`src/rtl/rv_irq_ctrl.sv`:
```
// Machine-level interrupt controller: synchronises and latches IRQ sources, reports mip,
// arbitrates enabled pending sources and holds a trap request with a stable mcause until ack.
module rv_irq_ctrl #(
    parameter int unsigned SYNC_STAGES = 2,
    parameter logic [6:0]  LIRQ_EDGE   = 7'h7F
) (
    input  logic        clk_i,
    input  logic        rst_ni,
    input  logic        mie,
    input  logic [18:0] ir_in,
    output logic [18:0] ir_out,
    output logic        interrupt_exec_o,
    input  logic        interrupt_ack_i,
    output logic [4:0]  mcause_o,
    input  logic        ext_irq_in,
    input  logic [6:0]  l_irq_in,
    input  logic        timer_irq_in,
    input  logic        software_irq_in
);

    localparam logic [4:0] CauseMsi   = 5'd3;
    localparam logic [4:0] CauseMti   = 5'd7;
    localparam logic [4:0] CauseMei   = 5'd11;
    localparam logic [4:0] CauseLirq0 = 5'd16;

    typedef enum logic [1:0] {StIdle, StReq, StHold} state_e;

    state_e                          state_q, state_d;
    logic   [4:0]                    mcause_q, mcause_d;
    logic   [SYNC_STAGES-1:0]        ext_sync_q;
    logic   [SYNC_STAGES-1:0][6:0]   lirq_sync_q;
    logic   [6:0]                    lirq_prev_q;
    logic   [6:0]                    sticky_q, sticky_d;
    logic   [18:0]                   ir_q, ir_d;

    logic        ext_s;
    logic [6:0]  lirq_s;
    logic [6:0]  lirq_rise;
    logic [6:0]  lirq_clr;
    logic [6:0]  lirq_pend;
    logic [9:0]  pend_en;
    logic [9:0]  cause_sel;
    logic [4:0]  win_cause;
    logic        latched_live;
    logic        unused_ir_in;

    assign unused_ir_in = ^ir_in[18:10];

    assign ext_s  = ext_sync_q[SYNC_STAGES-1];
    assign lirq_s = lirq_sync_q[SYNC_STAGES-1];

    // Pending view seen by the arbiter is the registered mip image.
    assign pend_en = ir_q[9:0] & ir_in[9:0];

    always_comb begin
        win_cause = '0;
        // Later assignments override earlier ones, so the highest priority is written last.
        for (int i = 6; i >= 0; i--) begin
            if (pend_en[3+i]) win_cause = CauseLirq0 + 5'(i);
        end
        if (pend_en[1]) win_cause = CauseMti;
        if (pend_en[0]) win_cause = CauseMsi;
        if (pend_en[2]) win_cause = CauseMei;
    end

    always_comb begin
        cause_sel = '0;
        if (mcause_q == CauseMsi) cause_sel[0] = 1'b1;
        if (mcause_q == CauseMti) cause_sel[1] = 1'b1;
        if (mcause_q == CauseMei) cause_sel[2] = 1'b1;
        for (int i = 0; i < 7; i++) begin
            if (mcause_q == CauseLirq0 + 5'(i)) cause_sel[3+i] = 1'b1;
        end
    end

    assign latched_live = mie & |(cause_sel & pend_en);

    always_comb begin
        lirq_rise = lirq_s & ~lirq_prev_q & LIRQ_EDGE;
        lirq_clr  = '0;
        if (state_q == StReq && interrupt_ack_i) lirq_clr = cause_sel[9:3] & LIRQ_EDGE;
        // A fresh edge in the ack cycle must not be lost, so set dominates clear.
        sticky_d  = (sticky_q & ~lirq_clr) | lirq_rise;
        lirq_pend = (sticky_d & LIRQ_EDGE) | (lirq_s & ~LIRQ_EDGE);
        ir_d      = {9'b0, lirq_pend, ext_s, timer_irq_in, software_irq_in};
    end

    always_comb begin
        state_d  = state_q;
        mcause_d = mcause_q;
        unique case (state_q)
            StIdle: begin
                if (mie && |pend_en) begin
                    mcause_d = win_cause;
                    state_d  = StReq;
                end
            end
            StReq: begin
                if (interrupt_ack_i) begin
                    state_d = StHold;
                end else if (!latched_live) begin
                    state_d = StIdle;
                end
            end
            StHold:  state_d = StIdle;
            default: state_d = StIdle;
        endcase
    end

    always_ff @(posedge clk_i or negedge rst_ni) begin
        if (!rst_ni) begin
            state_q     <= StIdle;
            mcause_q    <= '0;
            ext_sync_q  <= '0;
            lirq_sync_q <= '0;
            lirq_prev_q <= '0;
            sticky_q    <= '0;
            ir_q        <= '0;
        end else begin
            state_q     <= state_d;
            mcause_q    <= mcause_d;
            ext_sync_q  <= {ext_sync_q[SYNC_STAGES-2:0], ext_irq_in};
            lirq_sync_q <= {lirq_sync_q[SYNC_STAGES-2:0], l_irq_in};
            lirq_prev_q <= lirq_s;
            sticky_q    <= sticky_d;
            ir_q        <= ir_d;
        end
    end

    assign ir_out           = ir_q;
    assign mcause_o         = mcause_q;
    assign interrupt_exec_o = (state_q == StReq);

endmodule

```
`config.mk`:
```
export PLATFORM = sky130hd
export DESIGN_NAME = rv_irq_ctrl
export DESIGN_NICKNAME = d
export VERILOG_FILES = /design/src/rtl/rv_irq_ctrl.sv
export SDC_FILE = /design/constraint.sdc
export NUM_CORES = 1
export LEC_CHECK = 0
export ABC_AREA = 1
export BUFFER_PORTS_ARGS = -buffer_cell sky130_fd_sc_hd__buf_2
export CORE_MARGIN = 3
export CORE_UTILIZATION = 35
export CTS_CLUSTER_DIAMETER = 50
export DETAILED_ROUTE_END_ITERATION = 10
export PLACE_DENSITY = 0.6
export SLEW_MARGIN = 10
export SYNTH_ARGS = -nofsm -noshare
export SYNTH_HDL_FRONTEND = slang
export SYNTH_SLANG_ARGS = --single-unit
export TNS_END_PERCENT = 10
```
`constraint.sdc`:
```
create_clock -name clk_i -period 1.06 [get_ports clk_i]
set_input_delay 0.053 -clock clk_i [delete_from_list [all_inputs] [get_ports clk_i]]
set_output_delay 0.053 -clock clk_i [all_outputs]
set_load 0.005 [all_outputs]
```
==> key figures <==
Yosys
  – Area leader, netlist: dfrtp_1
  – Synth Instances: ~170
  – FFs w/ async S/R, synth: between 90% and 100%
  – Area contributors post-synth: dfrtp_1, nand2_1, inv_1, buf_4, o21ai_1
  – EDFF count, synth: 0
  – Mapped cell area: roughly 1600 um2
  – Post-synth top area share: about three fifths
  – Main synth FF type: dfrtp_1
  – Seq/Total Area, Yosys: around three fifths
  – Yosys cell types: 23
  – Post-Syn Area per Cell: 9.515 um2
  – Top post-synthesis cells by count: dfrtp_1, nand2_1, inv_1, nor2_1, buf_4
  – Cell with the most instances after synthesis: dfrtp_1
  – Flops & latches, synth: 40
  – Ys Warns: 0

Global route
  – GR Layer Usage met1: ~16%
  – Largest net degree at the start of global routing: approximately 40
  – First-pass GRT wire length: around 5.4 mm
  – Met3 Usage GRT: under 10%
  – Total track usage: approximately an eighth
  – Total gr overflow: 0
  – Met2 Use GR: between 20% and 30%
  – Vias in the first global route: 1237
  – Initial antenna violation count: 0
  – GR peak layer: met2

Die
  – Die area: about 5500 um2
  – Die X: ~74 um
  – Number of I/O pins: between 50 and 60
  – Initial Utilization: 36.82%
  – Die Ht: between 70 and 80 um
  – Core area: 4444 um2
  – Num rows: 24

Power
  – P per Cell Area: 1821 nW/um2
  – Tot Pwr: ~0.0044 W
  – Logic pwr share: ~28%
  – Clock power frac: around 29%
  – Internal power: about 0.0030 W
  – Part of the power in registers: 42.9%
  – P_sw: 0.001396 W
  – P_leak: roughly 1.2 nW
  – Sw Ratio: 32.08%
  – Worst vdd ir: between 1 and 1.5 mV

Min path
  – HP Start: interrupt_ack_i
  – Hold Crit Class: in -> reg

Routing
  – Vias: between 1000 and 1500
  – Drt drc: 0
  – Via density: approximately 4.2
  – Post-DRT Antenna Nets: 0
  – Wirelength, routed: ~3.4 mm
  – First drt pass iteration count: 5
  – Drt first-iter violations: between 60 and 70
  – DR WL/cell: approximately 11 um

Critical path
  – Cell family with most CP delay: simple AND/OR/NAND/NOR gates
  – Critical Path Sink Type: flop
  – CP bufs+invs: 1
  – CP Launch Point: sticky_q[2]
  – CP startpoint kind: flop
  – Worst Path Required: around 1.3 ns
  – Arrival time worst endpoint: between 1 and 1.5 ns
  – Crit path largest cell delay: 0.40 ns
  – Worst path most repeated cell: nand2_2
  – RR Startpoint: sticky_q[2]
  – Path type of the worst setup path: reg -> reg
  – Crit-path max FO: 8
  – Crit path cell chain: nand2_2, nand2_2, nor2_2, nand2_1, nand2_2, nand2_4, o21ai_2, inv_1
  – Crit path max-delay cell type: dfrtp_1

Clock network
  – Worst-path clk slew: 0.08 ns
  – CTS Root Cell: clkbuf_8
  – CTS sink cnt: 40
  – CTS tree: yes
  – CTS Buf Count: 5
  – Clock buffer depth: 2
  – Worst skew pair latency: ~0.30 ns
  – Htree depth: 2

Status
  – Status: finished with violations
  – Failing checks: setup timing

STA
  – Fin Hold WS: 0.05160 ns
  – Final setup margin: -0.1557 ns
  – RSZ-0062 raised after global routing: true
  – F_max: 822.5 MHz
  – Final worst path period need: around 1.2 ns
  – Final Max Slew Viols: 0
  – Final Setup Violations: 16
  – Fin crit share: 114.7%
  – Hold Violations, Final: 0
  – Worst Skew: about 0.0038 ns

Place
  – Placed insts: 280
  – HPWL after DPL: ~2.5 mm
  – GPL Wtd Cong: approximately 0.9
  – I/O Buffers: 39

Layout
  – Layout Cells excl Fill: between 300 and 400
  – Layout cells sized above 1: 44.58%
  – Layout Nets: 281
  – Final core utilization: a little over half
  – Fill cells: around 420
  – ANT cells: 0
  – Layout area overhead: 46.02%

Flow run
  – Max_cap viols: 0
-- registers in the layout (all words and copies together), names as in the netlist --
register	cells
lirq_s	7
ext_sync_q	2
state_q	2
lirq_sync_q	7
lirq_prev_q	7
ir_out	4
sticky_q	6
mcause_o	5
-- power groups by stage --
stage | Combinational, W | Clock [W] | Sequential (W)
after detailed placement | 0.000972 | 0 | 0.00185
final | 0.00122 | 0.00127 | 0.00187
after global routing | 0.00136 | 0.00137 | 0.00189
after floorplan | 0.000517 | 0 | 0.00184
after global placement | 0.000978 | 0 | 0.00184
after CTS | 0.00111 | 0.00131 | 0.00183
-- routing by layer --
metal | vias to the layer above | wire length [um]
met5 | - | 0
met4 | 0 | 45
met3 | 5 | 149
met2 | 24 | 1753
met1 | 580 | 1481
li1 | 666 | -
-- cell type report --
type	count	area (um2)	share of cell area, %
Sequential cell	40	1007	42.15
Multi-Input combinational cell	103	595.6	24.92
Timing Repair Buffer	70	501.7	20.99
Inverter	28	105.1	4.398
Clock buffer	5	68.82	2.880
Tap cell	52	65.06	2.723
Clock inverter	3	46.29	1.937
-- path summary, 6_finish.rpt --
path                            slack [ns]     endpoint  cells past startpoint
worst max-delay path                 -0.16  mcause_o[0]                      8
worst min register to register        0.35    lirq_s[0]                      0
worst min-delay path                  0.05   state_q[0]                      4
min in group asynchronous             0.25  mcause_o[0]                      3
worst max register to register       -0.16  mcause_o[0]                      8
max in group asynchronous             0.61  mcause_o[1]                      3
-- timing repair --
action | CTS | global route
endpoints found under the hold margin | 50 | 0
endpoints found under the setup margin | 15 | 17
resized for setup | 17 | 25
pin swaps | 6 | 11
buffers inserted | 2 | 0
hold buffers | 11 | 0
-- worst min-delay path: stages --
cell and delay (ns):
buf_2 0.11, nor4_1 0.06, nand2_1 0.05, nand2_1 0.04
-- cells in the final DEF, fill, tap and decap left out, drive strengths merged --
| cell type | netlist | routed |
|---|---|---|
| o21bai | 1 | 1 |
| dfrtp | 40 | 40 |
| nor4 | 1 | 1 |
| nand3 | 6 | 6 |
| nor2 | 16 | 16 |
| o31ai | 4 | 4 |
| o22ai | 1 | 1 |
| bufinv | 0 | 1 |
| buf | 9 | 59 |
| nand2 | 45 | 45 |
| inv | 28 | 29 |
| clkinvlp | 0 | 1 |
| o21ai | 12 | 12 |
| nand4 | 1 | 1 |
| dlygate4sd3 | 0 | 11 |
| clkbuf | 0 | 5 |
| conb | 1 | 9 |
| nor3 | 4 | 4 |
| a21oi | 3 | 3 |
-- cell families after synthesis --
| group | share of synthesized area, % |
|---|---|
| simple gates | 20.57 |
| flops | 61.16 |
| buf+inv | 10.55 |
| other cells | 0.2291 |
| compound gates | 7.493 |
-- through the flow --
step	setup WS, ns	area (um2)	setup TNS, ns
floorplan	-0.06814	1667	-0.2024
global placement	-0.1545	2007	-1.244
detailed placement	-0.1727	2007	-1.310
CTS	-0.1482	2306	-1.351
global route	-0.2464	2390	-2.113
finish	-0.1557	2390	-1.107
No activity file was read; power rests on OpenSTA's default activity.
